`config.mk`:
```
export PLATFORM = sky130hd
export DESIGN_NAME = alu_seq_ctrl
export DESIGN_NICKNAME = d
export VERILOG_FILES = /design/src/rtl/alu_pkg.sv /design/src/rtl/mul_step_counter.sv /design/src/rtl/alu_seq_ctrl.sv
export SDC_FILE = /design/constraint.sdc
export NUM_CORES = 1
export LEC_CHECK = 0
export ABC_CLOCK_PERIOD_IN_PS = 1900
export CORE_MARGIN = 3
export CORE_UTILIZATION = 40
export DETAILED_ROUTE_END_ITERATION = 10
export GPL_ROUTABILITY_DRIVEN = 1
export MAX_ROUTING_LAYER = met4
export PLACE_DENSITY = 0.72
export SLEW_MARGIN = 20
export SYNTH_ARGS = -nofsm -noshare
export SYNTH_HDL_FRONTEND = slang
export SYNTH_SLANG_ARGS = --single-unit
```
`constraint.sdc`:
```
create_clock -name clk -period 1.9 [get_ports clk]
set_clock_uncertainty 0.15 [all_clocks]
set_input_delay 0.19 -clock clk [delete_from_list [all_inputs] [get_ports clk]]
set_output_delay 0.19 -clock clk [all_outputs]
set_load 0.01 [all_outputs]
```
`src/rtl/alu_pkg.sv`:
```
// Shared definitions for the ALU issue/sequencing controller: function codes,
// controller state encoding and the legal-code check.
package alu_pkg;

   localparam logic [5:0] FUNCT_AND   = 6'b100100;
   localparam logic [5:0] FUNCT_OR    = 6'b100101;
   localparam logic [5:0] FUNCT_ADD   = 6'b100000;
   localparam logic [5:0] FUNCT_SUB   = 6'b100010;
   localparam logic [5:0] FUNCT_SLT   = 6'b101010;
   localparam logic [5:0] FUNCT_SRL   = 6'b000010;
   localparam logic [5:0] FUNCT_MULTU = 6'b011001;
   localparam logic [5:0] FUNCT_MFHI  = 6'b010000;
   localparam logic [5:0] FUNCT_MFLO  = 6'b010010;

   typedef enum logic [1:0] {
      StIdle,
      StExec,
      StMulRun,
      StMulWb
   } state_e;

   // True for every function code the datapath implements.
   function automatic logic is_legal_funct(input logic [5:0] f);
      logic legal;
      case (f)
         FUNCT_AND, FUNCT_OR, FUNCT_ADD, FUNCT_SUB, FUNCT_SLT,
         FUNCT_SRL, FUNCT_MULTU, FUNCT_MFHI, FUNCT_MFLO: legal = 1'b1;
         default:                                        legal = 1'b0;
      endcase
      return legal;
   endfunction

endpackage

```
`src/rtl/mul_step_counter.sv`:
```
// Loadable up-counter for multiplier steps; flags the last step so the
// controller can move to writeback. Holds at the terminal count.
module mul_step_counter #(
   parameter int unsigned MUL_CYCLES = 32
) (
   input  logic clk_i,
   input  logic reset_i,
   input  logic load_i,
   input  logic en_i,
   output logic tc_o
);

   localparam int unsigned CNT_W = (MUL_CYCLES > 1) ? $clog2(MUL_CYCLES) : 1;

   logic [CNT_W-1:0] count_q, count_d;

   // Next count: load to zero, otherwise step while enabled and not terminal.
   always_comb begin
      count_d = count_q;
      if (load_i) begin
         count_d = '0;
      end else if (en_i && !tc_o) begin
         count_d = count_q + CNT_W'(1);
      end
   end

   // Count register with synchronous reset.
   always_ff @(posedge clk_i) begin
      if (reset_i) begin
         count_q <= '0;
      end else begin
         count_q <= count_d;
      end
   end

   // Terminal count marks the final step cycle.
   always_comb begin
      tc_o = (count_q == CNT_W'(MUL_CYCLES - 1));
   end

endmodule

```
`src/rtl/alu_seq_ctrl.sv`:
```
// Issue/sequencing controller for the ALU datapath. Accepts one decoded op at a
// time, drives the result mux select, and sequences MULTU through its step
// cycles and HI/LO writeback while stalling further issue.
module alu_seq_ctrl
   import alu_pkg::*;
#(
   parameter int unsigned MUL_CYCLES = 32,
   parameter int unsigned FUNCT_W    = 6
) (
   input  logic               clk,
   input  logic               reset,
   input  logic               op_valid,
   input  logic [FUNCT_W-1:0] funct,
   output logic               op_ready,
   output logic [FUNCT_W-1:0] mux_sel,
   output logic               res_valid,
   output logic               rf_we,
   output logic               op_err,
   output logic               mul_start,
   output logic               mul_step,
   output logic               hilo_we,
   output logic               busy
);

   state_e             state_q, state_d;
   logic               err_q, err_d;
   logic [FUNCT_W-1:0] mux_sel_q, mux_sel_d;
   logic               res_valid_q, res_valid_d;
   logic               rf_we_q, rf_we_d;
   logic               op_err_q, op_err_d;
   logic               mul_start_q, mul_start_d;
   logic               mul_step_q, mul_step_d;
   logic               hilo_we_q, hilo_we_d;
   logic               busy_q, busy_d;

   logic accept;
   logic legal;
   logic is_multu;
   logic cnt_load;
   logic cnt_en;
   logic cnt_tc;

   mul_step_counter #(
      .MUL_CYCLES (MUL_CYCLES)
   ) u_mul_step_counter (
      .clk_i   (clk),
      .reset_i (reset),
      .load_i  (cnt_load),
      .en_i    (cnt_en),
      .tc_o    (cnt_tc)
   );

   // Ready only from registered state; held low while reset is asserted.
   always_comb begin
      op_ready = !reset && ((state_q == StIdle) || (state_q == StExec));
      accept   = op_valid && op_ready;
      legal    = is_legal_funct(6'(funct));
      is_multu = (funct == FUNCT_W'(FUNCT_MULTU));
   end

   // Next-state and next-output decode; outputs are registered from state_d.
   always_comb begin
      state_d   = state_q;
      err_d     = err_q;
      mux_sel_d = mux_sel_q;
      cnt_load  = 1'b0;
      cnt_en    = 1'b0;

      unique case (state_q)
         StIdle, StExec: begin
            if (accept) begin
               mux_sel_d = funct;
               err_d     = !legal;
               if (legal && is_multu) begin
                  state_d  = StMulRun;
                  cnt_load = 1'b1;
               end else begin
                  state_d = StExec;
               end
            end else begin
               state_d = StIdle;
            end
         end
         StMulRun: begin
            cnt_en = 1'b1;
            if (cnt_tc) begin
               state_d   = StMulWb;
               mux_sel_d = FUNCT_W'(FUNCT_MULTU);
            end
         end
         StMulWb: begin
            state_d = StIdle;
         end
         default: begin
            state_d = StIdle;
         end
      endcase

      res_valid_d = (state_d == StExec) || (state_d == StMulWb);
      rf_we_d     = (state_d == StExec) && !err_d;
      op_err_d    = (state_d == StExec) && err_d;
      mul_start_d = cnt_load;
      mul_step_d  = (state_d == StMulRun);
      hilo_we_d   = (state_d == StMulWb);
      busy_d      = (state_d == StMulRun) || (state_d == StMulWb);
   end

   // Controller state and registered outputs; reset aborts any multiply.
   always_ff @(posedge clk) begin
      if (reset) begin
         state_q     <= StIdle;
         err_q       <= 1'b0;
         mux_sel_q   <= '0;
         res_valid_q <= 1'b0;
         rf_we_q     <= 1'b0;
         op_err_q    <= 1'b0;
         mul_start_q <= 1'b0;
         mul_step_q  <= 1'b0;
         hilo_we_q   <= 1'b0;
         busy_q      <= 1'b0;
      end else begin
         state_q     <= state_d;
         err_q       <= err_d;
         mux_sel_q   <= mux_sel_d;
         res_valid_q <= res_valid_d;
         rf_we_q     <= rf_we_d;
         op_err_q    <= op_err_d;
         mul_start_q <= mul_start_d;
         mul_step_q  <= mul_step_d;
         hilo_we_q   <= hilo_we_d;
         busy_q      <= busy_d;
      end
   end

   assign mux_sel   = mux_sel_q;
   assign res_valid = res_valid_q;
   assign rf_we     = rf_we_q;
   assign op_err    = op_err_q;
   assign mul_start = mul_start_q;
   assign mul_step  = mul_step_q;
   assign hilo_we   = hilo_we_q;
   assign busy      = busy_q;

endmodule

```
== Word-level counts from Yosys, hierarchy flattened ==
Cells that the tools add are included.
Word-level totals
  flip-flop bits (word level): 21
  input port bits: 9
  output and inout bits: 14
  logic and storage cells: 63
Operators by class
  add/sub/neg operators: 1
  equal/unequal tests: 18
  mux-type cells: 14
  reduce and logical (&&, ||, !) cells: 19
Operators with widths (number)
  == test 6 bit (second input constant): 5
  == test 6 x 5 -> 1 bit (second input constant): 3
  two-way mux 6 bit: 2
  one-hot mux 6 bit (2 select lines): 1
  OR reduction 9 bit: 1
  == test 2 bit (second input constant): 4
  two-way mux 1 bit: 7
  == test 6 x 2 -> 1 bit (second input constant): 1
  logical AND 1 bit: 6
  two-way mux 2 bit: 3
  one-hot mux 2 bit (3 select lines): 1
  adder 5 x 1 -> 5 bit (second input constant): 1
  == test 5 bit (second input constant): 1
  == test 2 x 1 -> 1 bit (second input constant): 2
  logical NOT 1 bit: 4
  OR reduction 2 bit: 2
  logical OR 1 bit: 3
  AND reduction 3 bit: 1
  logical NOT 2 bit: 1
  inequality test 2 x 1 -> 1 bit (second input constant): 1
  inequality test 2 bit (second input constant): 1
  nonzero test 2 bit: 1

== Logic depth before layout (Yosys ltp) ==
Gate-level depths: netlist (run 1).
  depth in word-level cells: 9
  gate-level depth with buffers: 7
  gate-level depth less buffers: 7

== Modules after synthesis ==
A second synthesis (run 1) with hierarchy kept.
Unflattened totals
  cells, all modules: 80
  area, all modules: 782.0 µm²
By module, submodules not included
  alu_seq_ctrl: instances 1, cells each 54, area an instance 543.0 µm², sequential area each 280.3 µm²
  mul_step_counter: instances 1, cells each 26, area an instance 239.0 µm², sequential area each 100.1 µm²

== Worst setup path before layout (run 1) ==
No wires, ideal clock.
  path kind: register to register
  start point: register u_mul_step_counter.count_q[0]
  end point: register u_mul_step_counter.count_q[3]
  setup time: 0.126 ns
  data arrival time: 1.510 ns
  data required time: 1.624 ns
  path slack: 0.114 ns
  stages on the path, launching flop included: 8
  path buffers: 0
  period minus slack after synthesis: 1.786 ns
  cell sequence: dfxtp_1 > ha_1 > and3_1 > ha_1 > nor3b_4 > nand4_1 > xor2_1 > nor2_1
Between the ends
  word-level cells in the longest chain between the ends: 3
  elaborated cells on any way between the ends: 4
  classes of those cells: add/sub (1); eq/ne (1); reduce/logical (2)
Ends and longest elaborated chain
  from (decl): RTL line mul_step_counter.sv:15  | logic [CNT_W-1:0] count_q, count_d;
  from (signal assigned): RTL line mul_step_counter.sv:32  | count_q <= count_d;
  parallel branches: the longest is 3 deep, another holds adder 5 x 1 -> 5 bit
Several ways; the timed one is not identified.
A chain may end at the register's enable or synchronous reset.

== Final worst setup path (run 1) ==
  start point: register u_mul_step_counter.count_q[0]
  end point: register u_mul_step_counter.count_q[1]
The elaborated chain is that of the path after synthesis.

==> results of run 1 <==
-- area by class of cell --
type	instances	share of cell area, %
flip-flops and latches	19	32.94
multi-input cells	56	36.06
clock buffers	4	2.261
inverters	2	0.6459
well taps	25	2.691
repair buffers	32	25.40
-- sequential cells by signal, summed over array words and instances, names as in the netlist --
register / cells
u_mul_step_counter.count_q: 5
res_valid: 1
mul_start: 1
op_err: 1
busy: 1
state_q: 1
rf_we: 1
mux_sel: 6
hilo_we: 1
mul_step: 1
-- worst paths after layout --
kind / from / end
max reg2reg: u_mul_step_counter.count_q[0]$_SDFFE_PP0P_ / u_mul_step_counter.count_q[1]$_SDFFE_PP0P_
max: u_mul_step_counter.count_q[0]$_SDFFE_PP0P_ / u_mul_step_counter.count_q[1]$_SDFFE_PP0P_
min reg2reg: mux_sel[2]$_SDFFE_PP0P_ / mux_sel[2]$_SDFFE_PP0P_
min: mux_sel[2]$_SDFFE_PP0P_ / mux_sel[2]$_SDFFE_PP0P_
-- per-stage QoR --
stage          utilization, %  worst slack [ns]  std cells  setup TNS, ns
2_1_floorplan               -            0.1136         78              0
3_5_place_dp            61.05           0.02851        132              0
4_1_cts                 62.53           0.01100        136              0
5_1_grt                 65.19         -0.006942        138      -0.006942
6_report                65.19           0.08169        138              0
3_3_place_gp            61.05           0.08472        132              0
-- routing by layer --
| metal | track usage, % | up-vias |
|---|---|---|
| met2 | 23.91 | 18 |
| met1 | 20.74 | 305 |
| li1 | - | 348 |
| met3 | 3.264 | 2 |
| met4 | 8.295 | 0 |
| met5 | - | - |
-- kinds of logic (layout without fill, tap and decap cells) --
family	after synthesis	after routing	share of synthesized area [%]
buf+inv	3	38	1.600
compound gates	16	16	14.88
simple gates	33	33	25.76
mux	2	2	2.560
fa+ha+maj	2	2	3.199
flops	19	19	48.64
xor+xnor	3	3	3.361
-- power by group through the flow --
stage	Clock, mW	Combinational (mW)	Sequential (mW)
floorplan	0	0.0355	0.429
CTS	0.208	0.103	0.415
global route	0.226	0.112	0.417
global placement	0	0.102	0.424
detailed placement	0	0.102	0.424
finish	0.198	0.103	0.415
-- worst max-delay path, stage by stage (launching register included) --
cell and delay (ns):
dfxtp_2 0.36, ha_4 0.16, and3_4 0.18, ha_4 0.16, nor3b_4 0.31, buf_4 0.17, mux2i_1 0.16, nor2_1 0.06
-- cells in the final DEF (no fill, tap or decap) --
cell / instances
and3_4: 1
a21oi_2: 1
nor4b_1: 1
a21oi_1: 4
dfxtp_2: 2
nor3b_2: 2
o22ai_1: 1
or4b_4: 1
and3_2: 1
a21o_1: 1
nand3b_1: 1
dfxtp_1: 17
and2_1: 1
clkbuf_1: 1
o21ai_1: 1
nor3b_4: 1
nand2_1: 4
a31oi_1: 2
nor2b_1: 1
nor2b_4: 1
nor2_1: 15
nand4_1: 1
o221a_2: 3
clkbuf_4: 3
xor2_1: 2
a22oi_1: 3
inv_1: 2
xnor2_1: 1
nand3_1: 2
clkdlybuf4s50_1: 22
mux2i_1: 2
ha_4: 2
buf_4: 10
-- timing repair --
action / in CTS / in global routing
setup buffers: 0 / 2
hold buffers: 0 / 0
setup endpoints to repair: 0 / 6
gates resized for setup: 0 / 7
==> flow_metrics.tcl, run 1 <==
set metrics [dict create \
    status "completed" \
    total_power_mw 0.7159 \
    p_switching_mw 0.1657 \
    arrival_ns 1.86 \
    clk_latency_ns 0.29 \
    htreeDepth 1 \
    cap_violations 0 \
    grt_max_degree 11 \
    top_layer "met4" \
    start_util_pct 43.86 \
    drtAntennaViolNets 0 \
    die_area_um2 2522 \
    worstHoldPathCells 2 \
    cts.clk_slew.worst_paths_ns 0.10 \
    setup_viol_count_final 0 \
    fillCellCount 151 \
    cts-root-buf "clkbuf_4" \
    drv_slew 0 \
    p_comb_share_pct 14.4 \
    ys_async_sr_fraction_pct 0 \
    timing.fmax_mhz 550.0 \
    drt-met1-wl_um 832 \
    wl_met2_um 792 \
    synth.distinct_cells 29 \
    final_area_um2 1162 \
    yosysSeqAreaShare_pct 48.64 \
    regArea_um2 382.9 \
    ys.flop_type "dfxtp_1" \
    nets 125 \
    hpwl_mm 1.267 \
    route.met3.wl_um 85 \
    intPower_mw 0.5502 \
    die_h_um 50.22 \
    r2r_cells 7 \
    cts_tree "yes" \
    coreArea_um2 1783 \
    pwr-share-seq_pct 58.0 \
    synth.avg_cell_area_um2 10.03 \
    cts.sinks 19 \
    vias_per_cell 4.877 \
    vias 673 \
    antenna_found_initial 0 \
    slew_headroom_pct 79.78 \
    clkPwrFrac_pct 27.6 \
    yosys-top-cells-count "19 x dfxtp_1, 15 x nor2_1, 4 x a21oi_1, 4 x nand2_1" \
    cts-buffers-inserted 3 \
    drc 0 \
    finalHoldViolCount 0 \
    ioPinCount 23 \
    max-vdd-ir-drop_v 0.0003409 \
    drive_above_1_share_pct 24.78 \
    dr.pass1.iters 4 \
    drt_iter0_drc 15 \
    finalCritPeriodShare_pct 95.70 \
    tightest_slew_ns 0.3030 \
    wirelength_mm 1.725 \
    netlist_area_um2 782.0 \
    synth-seq-cells 19 \
    dpl_cell_area_um2 1089 \
    synth_nets 89 \
    crit_fanout 6 \
    yosys_warnings 0 \
    synth.most_common_cell "dfxtp_1" \
    synth_cells 78 \
    synth_top_area_share_pct 48.64 \
    ys_top_cells_by_area "dfxtp_1 49%, nor2_1 7.2%, o221a_2 4.3%" \
    synthToLayoutAreaGrowth_pct 48.64 \
    cp.required_ns 1.94 \
    gp_congestion 0.8185 \
    die_width_um 50.22 \
    layout_min_cycle_time_ns 1.818 \
    p_sw_share_pct 23.14 \
    synth_edf_count 0 \
    yosysTopAreaCell "dfxtp_1" \
    n_antenna_cell 0 \
    fp-row-count 15 \
    grt-ovfl-total 0 \
    setup.worst_path.end_class "flip-flop" \
    cp-start-kind "flip-flop" \
    r2r_setup_slack_ns 0.08 \
    grt_pass1_wl_mm 2.994 \
    hold_class "flip-flop to flip-flop" \
    worstSetupPathType "flip-flop to flip-flop" \
    grt_pass1_vias 685 \
    timing.hold.ws_ns 0.3653 \
    post_drt_wl_per_cell_um 12.50 \
    multi_input_area_um2 419.2 \
    port_buffers 22 \
    p_per_area_nw_per_um2 615.9 \
    grtUsageTotal_pct 16.15 \
    clock_tree.buffer_depth 2 \
    p_leak_nw 0.4413 \
]
Note: power is estimated with default switching activity, not from simulation.
==> run 2, diff against run 1 <==
Settings changed: GPL_ROUTABILITY_DRIVEN 1 to 0.
==> results of run 2 <==
Final layout, timing and power as in run 1 (identical DEF).
